--- src/rtl/conv_stream_pkg.sv ---
// Shared constants, window packing helper and FSM states for the conv streaming blocks.
package conv_stream_pkg;

  localparam int unsigned DW    = 16;
  localparam int unsigned CH    = 8;
  localparam int unsigned KTAPS = 9;

  typedef enum logic [1:0] {
    RUN,
    COL_FLUSH,
    ROW_FLUSH
  } win_state_e;

  // LSB of tap k of channel c in the flat window bus.
  function automatic int unsigned tap_lsb(input int unsigned c, input int unsigned k,
                                          input int unsigned dw = DW);
    return (c * KTAPS + k) * dw;
  endfunction

endpackage

--- src/rtl/conv_line_buffer.sv ---
// One-row delay line: the word shifted in DEPTH enables ago appears on dout.
module conv_line_buffer import conv_stream_pkg::*; #(
  parameter int unsigned DEPTH = 16,
  parameter int unsigned WIDTH = CH * DW
) (
  input  logic             clk,
  input  logic             en,
  input  logic [WIDTH-1:0] din,
  output logic [WIDTH-1:0] dout
);

  logic [WIDTH-1:0] mem [DEPTH];

  always_ff @(posedge clk) begin
    if (en) begin
      mem[0] <= din;
      for (int unsigned i = 1; i < DEPTH; i++) begin
        mem[i] <= mem[i-1];
      end
    end
  end

  assign dout = mem[DEPTH-1];

endmodule

--- src/rtl/conv2_window_gen.sv ---
// Streaming 3x3 "same"-padded window generator feeding the conv2 depthwise stage.
module conv2_window_gen
  import conv_stream_pkg::KTAPS, conv_stream_pkg::tap_lsb, conv_stream_pkg::win_state_e,
         conv_stream_pkg::RUN, conv_stream_pkg::COL_FLUSH, conv_stream_pkg::ROW_FLUSH;
#(
  parameter int unsigned IMG_W  = 16,
  parameter int unsigned IMG_H  = 16,
  parameter int unsigned CH     = 8,
  parameter int unsigned DW     = 16,
  parameter int unsigned STRIDE = 1
) (
  input  logic                      clk,
  input  logic                      rst,
  input  logic                      in_valid,
  input  logic [CH*DW-1:0]          in_act,
  output logic                      in_ready,
  output logic                      out_valid,
  output logic [CH*KTAPS*DW-1:0]    out_window,
  output logic                      frame_done
);

  localparam int unsigned PW     = CH * DW;
  localparam int unsigned WW     = CH * KTAPS * DW;
  localparam int unsigned RW     = $clog2(IMG_H + 1);
  localparam int unsigned CW     = $clog2(IMG_W + 1);
  // Scan position that produces the final emitted window of a frame.
  localparam int unsigned LAST_R = (STRIDE == 2) ? ((IMG_H - 1) / 2) * 2 + 1 : IMG_H;
  localparam int unsigned LAST_C = (STRIDE == 2) ? ((IMG_W - 1) / 2) * 2 + 1 : IMG_W;

  win_state_e      state_q, state_d;
  logic [RW-1:0]   row_q, row_d;
  logic [CW-1:0]   col_q, col_d;
  logic            adv_c, lb_en_c, emit_c, last_c;
  logic [PW-1:0]   lb1_out, lb2_out;
  logic [3*PW-1:0] col_cur_c, col_d1_q, col_d2_q;
  logic [3*PW-1:0] col_src [3];
  logic            row_ok_c [3];
  logic            col_ok_c [3];
  logic [WW-1:0]   win_c;

  // State and scan-position register.
  always_ff @(posedge clk) begin
    if (rst) begin
      state_q <= RUN;
      row_q   <= '0;
      col_q   <= '0;
    end else begin
      state_q <= state_d;
      row_q   <= row_d;
      col_q   <= col_d;
    end
  end

  // Next state and scan position.
  always_comb begin
    state_d = state_q;
    row_d   = row_q;
    col_d   = col_q;
    case (state_q)
      RUN: begin
        if (in_valid) begin
          if (col_q == CW'(IMG_W - 1)) begin
            col_d   = CW'(IMG_W);
            state_d = COL_FLUSH;
          end else begin
            col_d = col_q + CW'(1);
          end
        end
      end
      COL_FLUSH: begin
        col_d   = '0;
        row_d   = row_q + RW'(1);
        state_d = (row_q == RW'(IMG_H - 1)) ? ROW_FLUSH : RUN;
      end
      ROW_FLUSH: begin
        if (col_q == CW'(IMG_W)) begin
          col_d   = '0;
          row_d   = '0;
          state_d = RUN;
        end else begin
          col_d = col_q + CW'(1);
        end
      end
      default: state_d = RUN;
    endcase
  end

  // Handshake and advance decode; flush positions advance unconditionally.
  always_comb begin
    in_ready = 1'b0;
    adv_c    = 1'b0;
    lb_en_c  = 1'b0;
    case (state_q)
      RUN: begin
        in_ready = 1'b1;
        adv_c    = in_valid;
        lb_en_c  = in_valid;
      end
      COL_FLUSH: adv_c = 1'b1;
      ROW_FLUSH: begin
        adv_c   = 1'b1;
        lb_en_c = (col_q != CW'(IMG_W));
      end
      default: adv_c = 1'b0;
    endcase
  end

  conv_line_buffer #(.DEPTH(IMG_W), .WIDTH(PW)) u_lb1 (
    .clk  (clk),
    .en   (lb_en_c),
    .din  (in_act),
    .dout (lb1_out)
  );

  conv_line_buffer #(.DEPTH(IMG_W), .WIDTH(PW)) u_lb2 (
    .clk  (clk),
    .en   (lb_en_c),
    .din  (lb1_out),
    .dout (lb2_out)
  );

  // Current column holds rows r-2, r-1, r from low to high.
  assign col_cur_c = {in_act, lb1_out, lb2_out};

  always_ff @(posedge clk) begin
    if (adv_c) begin
      col_d1_q <= col_cur_c;
      col_d2_q <= col_d1_q;
    end
  end

  // Out-of-frame taps are masked from the counters, so stale buffer data never leaks.
  always_comb begin
    col_src[0] = col_d2_q;
    col_src[1] = col_d1_q;
    col_src[2] = col_cur_c;
    for (int unsigned k = 0; k < 3; k++) begin
      row_ok_c[k] = (32'(row_q) + k >= 32'd2) && (32'(row_q) + k < IMG_H + 2);
      col_ok_c[k] = (32'(col_q) + k >= 32'd2) && (32'(col_q) + k < IMG_W + 2);
    end
  end

  always_comb begin
    win_c = '0;
    for (int unsigned ky = 0; ky < 3; ky++) begin
      for (int unsigned kx = 0; kx < 3; kx++) begin
        for (int unsigned c = 0; c < CH; c++) begin
          if (row_ok_c[ky] && col_ok_c[kx]) begin
            win_c[tap_lsb(c, ky * 3 + kx, DW) +: DW] = col_src[kx][ky * PW + c * DW +: DW];
          end
        end
      end
    end
  end

  // Position (r,c) centres on (r-1,c-1); stride 2 keeps even centres (odd r and c).
  always_comb begin
    emit_c = adv_c && (row_q != '0) && (col_q != '0);
    if (STRIDE == 2) begin
      emit_c = emit_c && row_q[0] && col_q[0];
    end
    last_c = (row_q == RW'(LAST_R)) && (col_q == CW'(LAST_C));
  end

  always_ff @(posedge clk) begin
    if (rst) begin
      out_valid  <= 1'b0;
      frame_done <= 1'b0;
      out_window <= '0;
    end else begin
      out_valid  <= emit_c;
      frame_done <= emit_c && last_c;
      if (emit_c) begin
        out_window <= win_c;
      end
    end
  end

endmodule

--- config.mk ---
export PLATFORM = sky130hd
export DESIGN_NAME = conv2_window_gen
export DESIGN_NICKNAME = d
export VERILOG_FILES = /design/src/rtl/conv_stream_pkg.sv /design/src/rtl/conv_line_buffer.sv /design/src/rtl/conv2_window_gen.sv
export SDC_FILE = /design/constraint.sdc
export NUM_CORES = 2
export LEC_CHECK = 0
export BUFFER_PORTS_ARGS = -buffer_cell sky130_fd_sc_hd__buf_2
export CAP_MARGIN = 25
export CORE_ASPECT_RATIO = 1.2
export CORE_MARGIN = 5
export CORE_UTILIZATION = 30
export CTS_BUF_LIST = sky130_fd_sc_hd__clkbuf_4 sky130_fd_sc_hd__clkbuf_8
export CTS_CLUSTER_SIZE = 28
export DETAILED_ROUTE_END_ITERATION = 16
export GPL_ROUTABILITY_DRIVEN = 0
export GPL_TIMING_DRIVEN = 0
export PLACE_DENSITY = 0.53
export SYNTH_ARGS = -nofsm -noshare
export SYNTH_HDL_FRONTEND = slang
export SYNTH_SLANG_ARGS = --single-unit
--- constraint.sdc ---
create_clock -name clk -period 166.4 [get_ports clk]
set_input_delay 16.64 -clock clk [delete_from_list [all_inputs] [get_ports clk]]
set_output_delay 16.64 -clock clk [all_outputs]
set_load 0.005 [all_outputs]
# After elaboration in Yosys (flattened, before gate mapping)
# Memory sizes are Yosys's and may differ from the RTL's.
# Index checks and enable logic that the tools add are counted.
[classes]
magnitude_cmp = 12
shifts = 0
multipliers = 0
n_reduce_logical = 28
eq_ne = 10
addsub = 6
muxes = 88
n_div = 0
n_bitwise = 0
[ops]
columns = ["op", "count"]
rows = [
  ["$mux 16", 72],
  ["$ge 32x2->1 const B", 4],
  ["$lt 6x5->1 const B", 4],
  ["$mux 5", 4],
  ["$logic_and 1x1->1", 19],
  ["$pmux 5 s3", 1],
  ["$add 5x1->6 const B", 2],
  ["$add 5x2->6 const B", 2],
  ["$add 5x1->5 const B", 2],
  ["$eq 5x4->1 const B", 2],
  ["$eq 5x5->1 const B", 2],
  ["$ge 5x2->1 const B", 2],
  ["$lt 5x5->1 const B", 2],
  ["$pmux 5 s2", 1],
  ["$reduce_bool 5->1", 2],
  ["$mux 2", 4],
  ["$ne 2x2->1 const B", 3],
  ["$pmux 2 s3", 1],
  ["$ne 5x5->1 const B", 1],
  ["$pmux 1 s2", 2],
  ["$reduce_and 2->1", 2],
  ["$mux 1", 3],
  ["$reduce_and 3->1", 1],
  ["$reduce_bool 3->1", 1],
  ["other kinds (5)", 5],
]
[word_totals]
rom_bits = 0
ram_bits = 4096
latchBits = 0
in_bits = 131
output_inout_bits = 1155
memories = 2
ff_bits = 1934
wordCells = 154
[memory_table]
columns = ["memory", "depth", "word_bits", "rd", "rd_clocked_by_memory_dff", "write_ports", "line_no", "source"]
rows = [
  ["u_lb1.mem", 16, 128, 16, 0, 16, "conv_line_buffer.sv:12", "logic [WIDTH-1:0] mem [DEPTH];"],
  ["u_lb2.mem", 16, 128, 16, 0, 16, "conv_line_buffer.sv:12", ""],
]

# Longest topological paths before layout
[depth]
ltp_word = 6
ltp_mapped = 11
mapped_depth_nobuf = 8

# Modules after synthesis
# From an unflattened synthesis, not the netlist that was laid out.
[hier_totals]
cells_unflattened = 8187
hier_area_um2 = 185334.0
[modules_own_cells]
columns = ["module", "area_each_um2", "n_inst", "seq_area_each_um2", "cells_each"]
rows = [
  ["conv_line_buffer", 62459.9, 2, 61499.0, 2176],
  ["conv2_window_gen", 60414.2, 1, 46404.5, 3835],
]

# Worst setup path after synthesis
# Ideal clock, no wire load.
[synth_path]
path_kind = "input-to-reg"
startpoint = "input port in_valid"
endpoint = "memory u_lb1.mem[0][0] in the netlist's numbering, enable pin"
path_buffers = 0
arrival_ps = 82174
stages = 2
slack_ps = 56951
path_cell_list = "nand2_1 -> nand2_1"
[synth_rtl]
columns = ["item", "line_no", "source"]
rows = [
  ["start: declaration", "conv2_window_gen.sv:14", "input logic in_valid,"],
  ["end: declaration", "conv_line_buffer.sv:12", ""],
]

==> flow_metrics.tcl <==
set metrics [dict create \
    fin_crit_sh_pct 13.25 \
    power.density_mw_per_mm2 13.65 \
    fin_util_pct 36.60 \
    drc 0 \
    critPathArrivalTime_ns 22.94 \
    post_dp_cell_area_sq_mm 0.2033 \
    fin_area_sq_mm 0.2230 \
    grt_pass1_wl_um 598200 \
    drv_cap 0 \
    start_util_pct 30.10 \
    ff_latch_area_sq_mm 0.1694 \
    worstPathCellList "buf_2 > nand2_1 > nand2_4 > buf_16 > buf_16 > buf_16 > buf_16 > buf_16 > buf_16 > buf_16 > buf_16 > buf_16 > buf_16 > buf_16 > buf_16 > buf_16 > buf_16 > buf_16 > buf_16" \
    syn_to_final_growth_pct 21.60 \
    ys_types 55 \
    dp_slack_ns 142.99 \
    ctsHoldBuffers 0 \
    clk_latency_ns 1.34 \
    core_sq_mm 0.6094 \
    layout_commonest_cell "edfxtp_1" \
    yosysSeqAreaShare_pct 92.36 \
    cpPeakStageDelay_ns 0.38 \
    die_area_sq_mm 0.6272 \
    min_path_type "reg2reg" \
    synth-edff-count 4864 \
    drt-total-wl_um 432600 \
    final.fill_count 56210 \
    dieWidth_um 723.8 \
    clock_skew_ns 0.1083 \
    cts_max_level 6 \
    grt_max_degree 75 \
    grt_pass1_vias 82460 \
    cp_common_cell "buf_16" \
    synth-seq-cells 6030 \
    clkTransAtPathRegs_ns 0.06 \
    viasPerCell 4.274 \
    drive_above_1_share_pct 28.83 \
    setup_viol 0 \
    yosysWarnings 0 \
    cts_resized 0 \
    drtIter0Drc 6329 \
    tightest_slew_ns 1.104 \
    ir_worst_vdd_mv 0.008682 \
    fin_ws_ns 144.36 \
    relSlewSlack_pct 26.43 \
    io_buffers 1284 \
    critPathTopFamily "buffers and inverters" \
    hold_viol 0 \
    cts_made_buffers 915 \
    fmax_ghz 0.04536 \
    fin_tns_setup_ns 0 \
    worstPathMaxFanout 70 \
    io_pins 1286 \
    post_drt_wl_per_cell_um 22.55 \
    synth.avg_cell_area_sq_um 23.13 \
    clockRootBuffer "clkbuf_8" \
    leakage_nw 80.93 \
    grt_remaining_overflow 0 \
    synth.area.top_cells "edfxtp_1 (80%), dfxtp_1 (13%), a22o_1 (3.7%), a32oi_1 (1.2%), a32o_1 (0.70%)" \
    cts_tree "yes" \
    synth_top_cell_by_area "edfxtp_1" \
    async_reset_ff_share_pct 0 \
    r2r_setup_slack_ns 158.77 \
    worstPathRequired_ns 167.30 \
    grtUsageTotal_pct 13.18 \
    num_vias 81990 \
    slowest_stage "nand2_4" \
    clk_path_buf_depth 4 \
    cp.buffers_inverters 17 \
    synthesis.area_sq_mm 0.1834 \
    rsz0062_at_grt "no" \
    cts.sinks 6030 \
    multi_input_area_sq_mm 0.01229 \
    cp-end-kind "register" \
    dr.pass1.iters 5 \
    dpl.hpwl_um 298000 \
    min_period_ns 22.04 \
    worst_setup_path_start_kind "input port" \
    antenna_left 0 \
    crit_type "in2reg" \
    syn_nets 8083 \
    cts_setup_buffers 0 \
    rows 314 \
    final_max_slew_viol_count 0 \
    fin_nets 10430 \
    syn_inst 7931 \
    yosysTopAreaCellShare_pct 79.63 \
    yosys_most_used_dff "edfxtp_1" \
    final_cell_mix "edfxtp_1 (4,864), buf_2 (1,429), dfxtp_1 (1,166)" \
    antenna_found_initial 53 \
    status "finished, final reports clean" \
    die_h_um 866.5 \
]
worst paths after layout:
| kind | from | cells past startpoint | to |
|---|---|---|---|
| setup / recovery | in_valid | 19 | u_lb1.mem[0][69] |
| hold / removal | u_lb2.mem[0][524] | 0 | u_lb2.mem[0][652] |
| setup reg to reg | col_q[1] | 21 | u_lb1.mem[0][69] |
| hold reg to reg | u_lb2.mem[0][524] | 0 | u_lb2.mem[0][652] |
where the power goes:
part           internal, mW  switching (mW)  leakage (nW)
sequential             1.71          0.0242          57.0
combinational       0.00958          0.0395          13.6
clock                 0.680           0.579          10.4
synthesized netlist by cell type, drive strengths merged, types with 3 or more instances:
master,instances
a32o,128
xor2,3
nor3,4
a31oi,3
ha,21
nor2,273
buf,212
and4,4
dfxtp,1166
nand2b,8
a32oi,256
a21oi,19
nand3,5
and3,5
nand2,11
o21ai,5
a211oi,4
nor4b,5
inv,14
clkbuf,121
edfxtp,4864
a22o,768
kinds of logic after synthesis:
kind of cell	share of synthesized area, %
flops	92.36
compound gates	5.746
simple gates	0.7791
fa+ha+maj	0.1433
xor+xnor	0.02388
buf+inv	0.9469
layout make-up:
type | count | share of cell area [%]
diodes | 47 | 0.05274
clock buffers | 1371 | 7.521
repair buffers | 1427 | 4.388
well taps | 8058 | 4.521
plain buffers | 333 | 0.7742
flip-flops and latches | 6030 | 75.96
clock inverters | 347 | 1.253
inverters | 14 | 0.02356
multi-input cells | 1554 | 5.510
registers in the layout (all words and copies together) (netlist names):
name and cells:
state_q 2, u_lb2.mem 2048, out_valid 1, col_d1_q 384, out_window 1152, col_d2_q 384, u_lb1.mem 2048, row_q 5
frame_done 1, col_q 5
layer usage:
| metal | GRT usage, % | share of wire [%] | wire length [um] | vias up |
|---|---|---|---|---|
| met5 | 0 | 0.012 | 51 | - |
| met4 | 4.817 | 3.6 | 15570 | 8 |
| met3 | 4.379 | 8.1 | 35110 | 770 |
| met2 | 21.24 | 47 | 201900 | 2652 |
| met1 | 16.51 | 42 | 180000 | 41530 |
| li1 | - | - | - | 37020 |
worst reg2reg max path: cells and delay by family, from the launching register on:
| family | cells | cell delay [ns] |
|---|---|---|
| flip-flops | 1 | 0.50 |
| AND/OR/NAND/NOR | 3 | 0.66 |
| buffers and inverters | 17 | 5.83 |
| adder cells (fa/ha/maj) | 1 | 0.24 |
through the flow:
step / hold WS (ns) / cells / power, mW
finish: 0.3481 / 19180 / 3.044
CTS: 0.3288 / 19130 / 3.099
global route: 0.3428 / 19140 / 3.176
floorplan: 0.4003 / 7931 / 2.007
detailed placement: 0.4045 / 17410 / 1.820
global placement: 0.4000 / 17270 / 2.138
No activity file was read; power rests on OpenSTA's default activity.
